## src/rtl/mem_writeback_ctrl.sv

```systemverilog
// mem_writeback_ctrl: register-file write port and data-memory
// load/store sequencer for the 8-bit single-cycle CPU.
//
// Ports:
//   CLK, RESET (async, active low)
//   VALID, ALURESULT, STOREDATA, DEST, REG_WRITE, MEM_READ, MEM_WRITE
//     instruction side, from ALU/control
//   STALL  hold PC/instruction while a memory access is pending
//   M_READ, M_WRITE, M_ADDRESS, M_WRITEDATA, M_READDATA, M_BUSYWAIT
//     data-memory handshake
//   RF_IN, RF_INADDRESS, RF_WRITE  register-file write port
//   ERR    sticky memory timeout flag
//
// Optional macro MEM_WRITEBACK_TIMEOUT_EN: abort a memory access
// after TIMEOUT busy cycles and raise ERR. Undefined: wait forever,
// ERR tied low.
module mem_writeback_ctrl #(
  parameter int DATA_W  = 8,
  parameter int ADDR_W  = 8,
  parameter int REG_AW  = 3,
  parameter int TIMEOUT = 255
) (
  input  logic              CLK,
  input  logic              RESET,
  input  logic              VALID,
  input  logic [DATA_W-1:0] ALURESULT,
  input  logic [DATA_W-1:0] STOREDATA,
  input  logic [REG_AW-1:0] DEST,
  input  logic              REG_WRITE,
  input  logic              MEM_READ,
  input  logic              MEM_WRITE,
  output logic              STALL,
  output logic              M_READ,
  output logic              M_WRITE,
  output logic [ADDR_W-1:0] M_ADDRESS,
  output logic [DATA_W-1:0] M_WRITEDATA,
  input  logic [DATA_W-1:0] M_READDATA,
  input  logic              M_BUSYWAIT,
  output logic [DATA_W-1:0] RF_IN,
  output logic [REG_AW-1:0] RF_INADDRESS,
  output logic              RF_WRITE,
  output logic              ERR
);

  if (TIMEOUT < 1 || TIMEOUT > 255) begin : g_bad_timeout
    $error("TIMEOUT must be 1..255");
  end

  typedef enum logic [1:0] {
    S_IDLE,
    S_MEM,
    S_DONE
  } state_t;

  state_t            state;
  logic [REG_AW-1:0] dest_q;
  logic              regw_q;
  logic              mem_req;
  logic              alu_wr;

  assign mem_req = VALID & (MEM_READ | MEM_WRITE);
  assign alu_wr  = VALID & REG_WRITE
                 & ~(MEM_READ | MEM_WRITE);

  // Gated by RESET so the stall drops the moment reset asserts,
  // even while the CPU still presents a memory instruction.
  assign STALL = RESET
    & (((state == S_IDLE) & mem_req)
       | (state == S_MEM));

`ifdef MEM_WRITEBACK_TIMEOUT_EN
  localparam logic [7:0] TMO_LAST = 8'(TIMEOUT - 1);

  logic [7:0] tmo_cnt;
  logic       err_q;

  assign ERR = err_q;
`else
  assign ERR = 1'b0;
`endif

  always_ff @(posedge CLK or negedge RESET) begin
    if (!RESET) begin
      state        <= S_IDLE;
      M_READ       <= 1'b0;
      M_WRITE      <= 1'b0;
      M_ADDRESS    <= '0;
      M_WRITEDATA  <= '0;
      RF_IN        <= '0;
      RF_INADDRESS <= '0;
      RF_WRITE     <= 1'b0;
      dest_q       <= '0;
      regw_q       <= 1'b0;
`ifdef MEM_WRITEBACK_TIMEOUT_EN
      tmo_cnt      <= '0;
      err_q        <= 1'b0;
`endif
    end else begin
      RF_WRITE <= 1'b0;
      unique case (state)
        S_IDLE: begin
          unique case (1'b1)
            mem_req: begin
              M_ADDRESS   <= ADDR_W'(ALURESULT);
              M_WRITEDATA <= STOREDATA;
              dest_q      <= DEST;
              regw_q      <= REG_WRITE;
              // read wins when both are requested
              M_READ      <= MEM_READ;
              M_WRITE     <= ~MEM_READ & MEM_WRITE;
              state       <= S_MEM;
`ifdef MEM_WRITEBACK_TIMEOUT_EN
              tmo_cnt     <= '0;
`endif
            end
            alu_wr: begin
              RF_WRITE     <= 1'b1;
              RF_IN        <= ALURESULT;
              RF_INADDRESS <= DEST;
            end
            default: ;
          endcase
        end
        S_MEM: begin
          if (!M_BUSYWAIT) begin
            M_READ  <= 1'b0;
            M_WRITE <= 1'b0;
            state   <= S_DONE;
            if (M_READ && regw_q) begin
              RF_WRITE     <= 1'b1;
              RF_IN        <= M_READDATA;
              RF_INADDRESS <= dest_q;
            end
          end
`ifdef MEM_WRITEBACK_TIMEOUT_EN
          else if (tmo_cnt == TMO_LAST) begin
            M_READ  <= 1'b0;
            M_WRITE <= 1'b0;
            err_q   <= 1'b1;
            state   <= S_DONE;
          end else begin
            tmo_cnt <= tmo_cnt + 8'd1;
          end
`endif
        end
        // CPU re-presents the finished instruction here; ignore it.
        S_DONE: state <= S_IDLE;
        default: state <= S_IDLE;
      endcase
    end
  end

endmodule

```

## config.mk

```make
export PLATFORM = sky130hd
export DESIGN_NAME = mem_writeback_ctrl
export DESIGN_NICKNAME = d
export VERILOG_FILES = /design/src/rtl/mem_writeback_ctrl.sv
export SDC_FILE = /design/constraint.sdc
export NUM_CORES = 1
export LEC_CHECK = 0
export BUFFER_PORTS_ARGS = -buffer_cell sky130_fd_sc_hd__buf_2
export CORE_MARGIN = 10
export CORE_UTILIZATION = 50
export CTS_CLUSTER_SIZE = 24
export DETAILED_ROUTE_END_ITERATION = 6
export PLACE_DENSITY = 0.82
export SYNTH_ARGS = -nofsm -noshare
export SYNTH_HDL_FRONTEND = slang
export SYNTH_SLANG_ARGS = --single-unit
```

## constraint.sdc

```tcl
create_clock -name CLK -period 2.3 [get_ports CLK]
set_input_delay 0.23 -clock CLK [delete_from_list [all_inputs] [get_ports CLK]]
set_output_delay 0.23 -clock CLK [all_outputs]
set_load 0.02 [all_outputs]
```

Yosys cells after proc, flatten, opt, wreduce, memory -nomap -nowiden. Cells that the tools add are included.

Register bits after elaboration: 36.

Equality and inequality tests: 5. Muxes and demuxes: 20. Bitwise gates (word level): 10. Reduce and logical (&&, ||, !) cells: 7.

Operators with widths (number): $mux W8 (3); $pmux W8 S2 (1); $mux W3 (3); $and A1 B1 Y1 (6); $mux W1 (6); $ne A2 B2 Y1 const B (3); $pmux W1 S2 (3); $pmux W3 S2 (1); $mux W2 (2); $pmux W2 S2 (1); $reduce_and A2 Y1 (2); $reduce_and A4 Y1 (1); $reduce_and A3 Y1 (1); $eq A2 B1 Y1 const B (1); $logic_not A2 Y1 (1); $ne A2 B1 Y1 const B (1); $not A1 Y1 (2); $or A1 B1 Y1 (2); $reduce_bool A2 Y1 (1); $logic_and A1 B1 Y1 (1).

Depth between registers and ports, before layout.
Word-level depth: 5. Depth in mapped cells: 4.

Least setup slack after synthesis. Ideal clock, no wire load.

Path kind: flip-flop to flip-flop. Start: register state[1]. End: register RF_INADDRESS[1]. Arrival time: 1.407 ns. Setup slack: 0.767 ns. Cell stages (with the launch flop): 5. Cell sequence: dfrtp_1 nor3b_2 a32o_2 buf_12 mux2_4.

Cells in the longest elaborated chain, start to end: 3. Elaborated cells between the ends (all ways): 8.

Ends and longest elaborated chain: start: declaration (RTL line 55) `state_t state;`; start signal: assignment (RTL line 84) `state <= S_IDLE;`; start signal: assignment (RTL line 111) `state <= S_MEM;`; start signal: assignment (RTL line 128) `state <= S_DONE;`; $eq A2 B1 Y1 or $logic_not A2 Y1 (tied branches) (RTL line 100) `unique case (state)`; $ne A2 B1 Y1 (no source line), or another cell as far along; $reduce_and A4 Y1 (no source line); end signal: assignment (RTL line 132) `RF_INADDRESS <= dest_q;`; end: declaration (RTL line 40) `output logic [REG_AW-1:0] RF_INADDRESS,`.

Several ways; a longest one is shown, not always the timed one. A chain may end at the register's enable or synchronous reset.

Final worst setup path.
Start: register state[1]. End: output port STALL.

Cells in the longest elaborated chain, start to end: 4. Elaborated cells between the ends (all ways): 5.

Ends and longest elaborated chain: $logic_not A2 Y1 (RTL line 68) `& (((state == S_IDLE) & mem_req)`; $and A1 B1 Y1 (RTL line 68); $or A1 B1 Y1 (*) (RTL line 69) `| (state == S_MEM));`; $and A1 B1 Y1 (*) (RTL line 68); end: declaration (RTL line 32) `output logic STALL,`.

Every way passes the cells marked *; elsewhere a longest branch is shown, timed or not.

==> key figures <==
Outcome
  • Status: completed

Critical path
  • Worst R2R Setup Slack: 0.47 ns
  • Required time worst endpoint: 2.07 ns
  • Crit-path max FO: 22
  • Crit path arrival time: 1.88 ns
  • Crit end category: output port
  • Startpoint types: register
  • Crit path from: state[1]
  • Critical path class: reg2out
  • Reg2reg start: state[1]

Floorplanning
  • I/O pins: 66
  • Starting density of the core: 52.5%
  • DIE WIDTH: 76.6 um
  • Core ar.: 3050 um^2
  • FP Rows: 20
  • Die height: 76.6 um
  • Total die area: 5870 um^2

Clock tree
  • Clock Tree Buf Depth: 2
  • PostCTS Resize Cnt: 0
  • Clk sinks: 36
  • Setup bufs post-CTS: 0
  • TritonCTS clock tree: yes
  • CTS buffer count: 5
  • Max H-tree Level: 2
  • Clk_lat worst skew: 0.33 ns
  • # hold bufs at CTS: 1
  • Clock root cell: clkbuf_4
  • Clock slew at reported path FFs: 0.10 ns

Timing
  • Fin crit share: 91.9%
  • Hold WS: 0.0964 ns
  • TNS Setup: 0 ns
  • Tmin final: 2.11 ns
  • Final setup violation count: 0
  • Clock Skews: 0.00883 ns
  • Maximum operating frequency: 473 MHz
  • Final max-slew violation count: 0
  • Endpoints failing hold: 0
  • RSZ-0062 raised after global routing: no

Yosys
  • Seq/Total Area, Yosys: 56.3%
  • Synth cell types: 19
  • Yosys reg bits: 36
  • Syn Area/Cell: 16.3 um^2
  • Syn Inst Count: 98
  • Post-Syn Nets: 132
  • Synth Cell Area: 1600 um^2
  • Yosys warnings: 0

Place
  • Port Buffer Count: 64
  • Placed insts: 202
  • Post-DP HPWL: 2840 um
  • Placed Instance Area: 1920 um^2
  • GP Congestion: 0.739

Global route
  • Largest net degree at the start of global routing: 37
  • First-pass GRT wire length: 6000 um
  • Total Routing Usage GR: 12.8%
  • Congestion Overflow GR: 0
  • Initial antenna violation count: 0
  • Number of global-route vias before repair: 1,178

Route
  • Vias per Instance: 4.97
  • Drt drc: 0
  • Final WL: 3580 um
  • Vias post-DR: 1,049
  • Avg WL per Cell: 16.9 um
  • Detailed Route Iter0 Violations: 49
  • Iteration count of the initial detailed-routing pass: 4
  • Antenna-violating nets left: 0

Final layout
  • Post-Route Utilization: 65.2%
  • Antenna cells: 0
  • Post-Layout Inst Area: 1990 um^2
  • Share of cells above drive strength 1: 65.9%
  • Synthesis-to-finish area growth: 24.4%
  • Final net count: 200
  • Fin cells: 211
  • Commonest non-fill, non-tap cell in the layout: buf_2
  • Commonest non-fill, non-tap cells in the layout: buf_2 (64), dfrtp_1 (36), mux2_2 (25), mux2_4 (9), mux2_1 (8)

Pwr
  • PwrDens: 1170 nW/um^2
  • Maximum vdd drop: 0.530 mV
  • Leakage: 0.986 nW

Flow run
  • Max Cap Viol: 0

Worst hold path
  • Startpoint of the worst hold path: M_BUSYWAIT
  • HP Class: in2reg
==> layer usage <==
layer	share of wire (%)	GRT usage, %
met1	39	14.1
met2	52	21.3
met3	8.0	5.78
met4	1.3	4.46
met5	0	0
==> metrics by stage <==
stage	power, mW	worst slack (ns)
2_1_floorplan	1.68	0.767
3_3_place_gp	1.98	0.571
3_5_place_dp	2.03	0.484
4_1_cts	2.37	0.158
5_1_grt	2.49	0.0351
6_report	2.33	0.186
==> worst max-delay path, cell delays in order (launching register included) <==
cell,delay (ns)
dfrtp_1,0.45
nor3b_2,0.40
o21a_4,0.40
o21a_1,0.15
buf_2,0.15
==> registers in the layout (all words and copies together) (netlist names) <==
name / cells
M_ADDRESS: 8
M_READ: 1
M_WRITE: 1
M_WRITEDATA: 8
RF_IN: 8
RF_INADDRESS: 3
RF_WRITE: 1
dest_q: 3
regw_q: 1
state: 2
==> cells in the mapped netlist, drive strengths merged <==
| library cell | instances | area, um^2 |
|---|---|---|
| a21oi | 1 | 5.00 |
| nor3b | 3 | 38.8 |
| a32o | 1 | 11.3 |
| a211oi | 2 | 15.0 |
| mux2 | 42 | 507 |
| a21o | 2 | 15.0 |
| dfrtp | 36 | 901 |
| o21a | 2 | 22.5 |
| buf | 5 | 61.3 |
| nand2b | 1 | 13.8 |
| conb | 1 | 3.75 |
| inv | 2 | 7.51 |
==> worst paths after layout <==
path | depth (start not counted) | endpoint
setup / recovery | 4 | STALL
hold / removal | 2 | state[1]
setup reg to reg | 3 | RF_IN[7]
hold reg to reg | 1 | M_WRITEDATA[6]
max in group asynchronous | 3 | RF_IN[6]
min in group asynchronous | 3 | RF_IN[5]
==> cell families (layout without fill, tap and decap cells) <==
group | after synthesis | after routing | share of synthesized area (%)
mux | 42 | 42 | 31.6
flops | 36 | 36 | 56.2
compound gates | 8 | 8 | 4.30
buf+inv | 7 | 76 | 4.30
simple gates | 4 | 4 | 3.28
other cells | 1 | 1 | 0.234
==> area by class of cell <==
class	instances	area, um^2
fillers	244	1060
flip-flops and latches	36	901
repair buffers	66	338
inverters	2	7.51
clock buffers	8	58.8
well taps	44	55.1
multi-input cells	55	632
==> power by group <==
part | switching (mW) | internal [mW] | total, mW | leakage [nW]
logic | 0.536 | 0.455 | 0.991 | 0.523
registers | 0.129 | 0.874 | 1.00 | 0.430
clock network | 0.188 | 0.151 | 0.339 | 0.0326
total | 0.853 | 1.48 | 2.33 | 0.986
No activity file was read; power rests on OpenSTA's default activity.
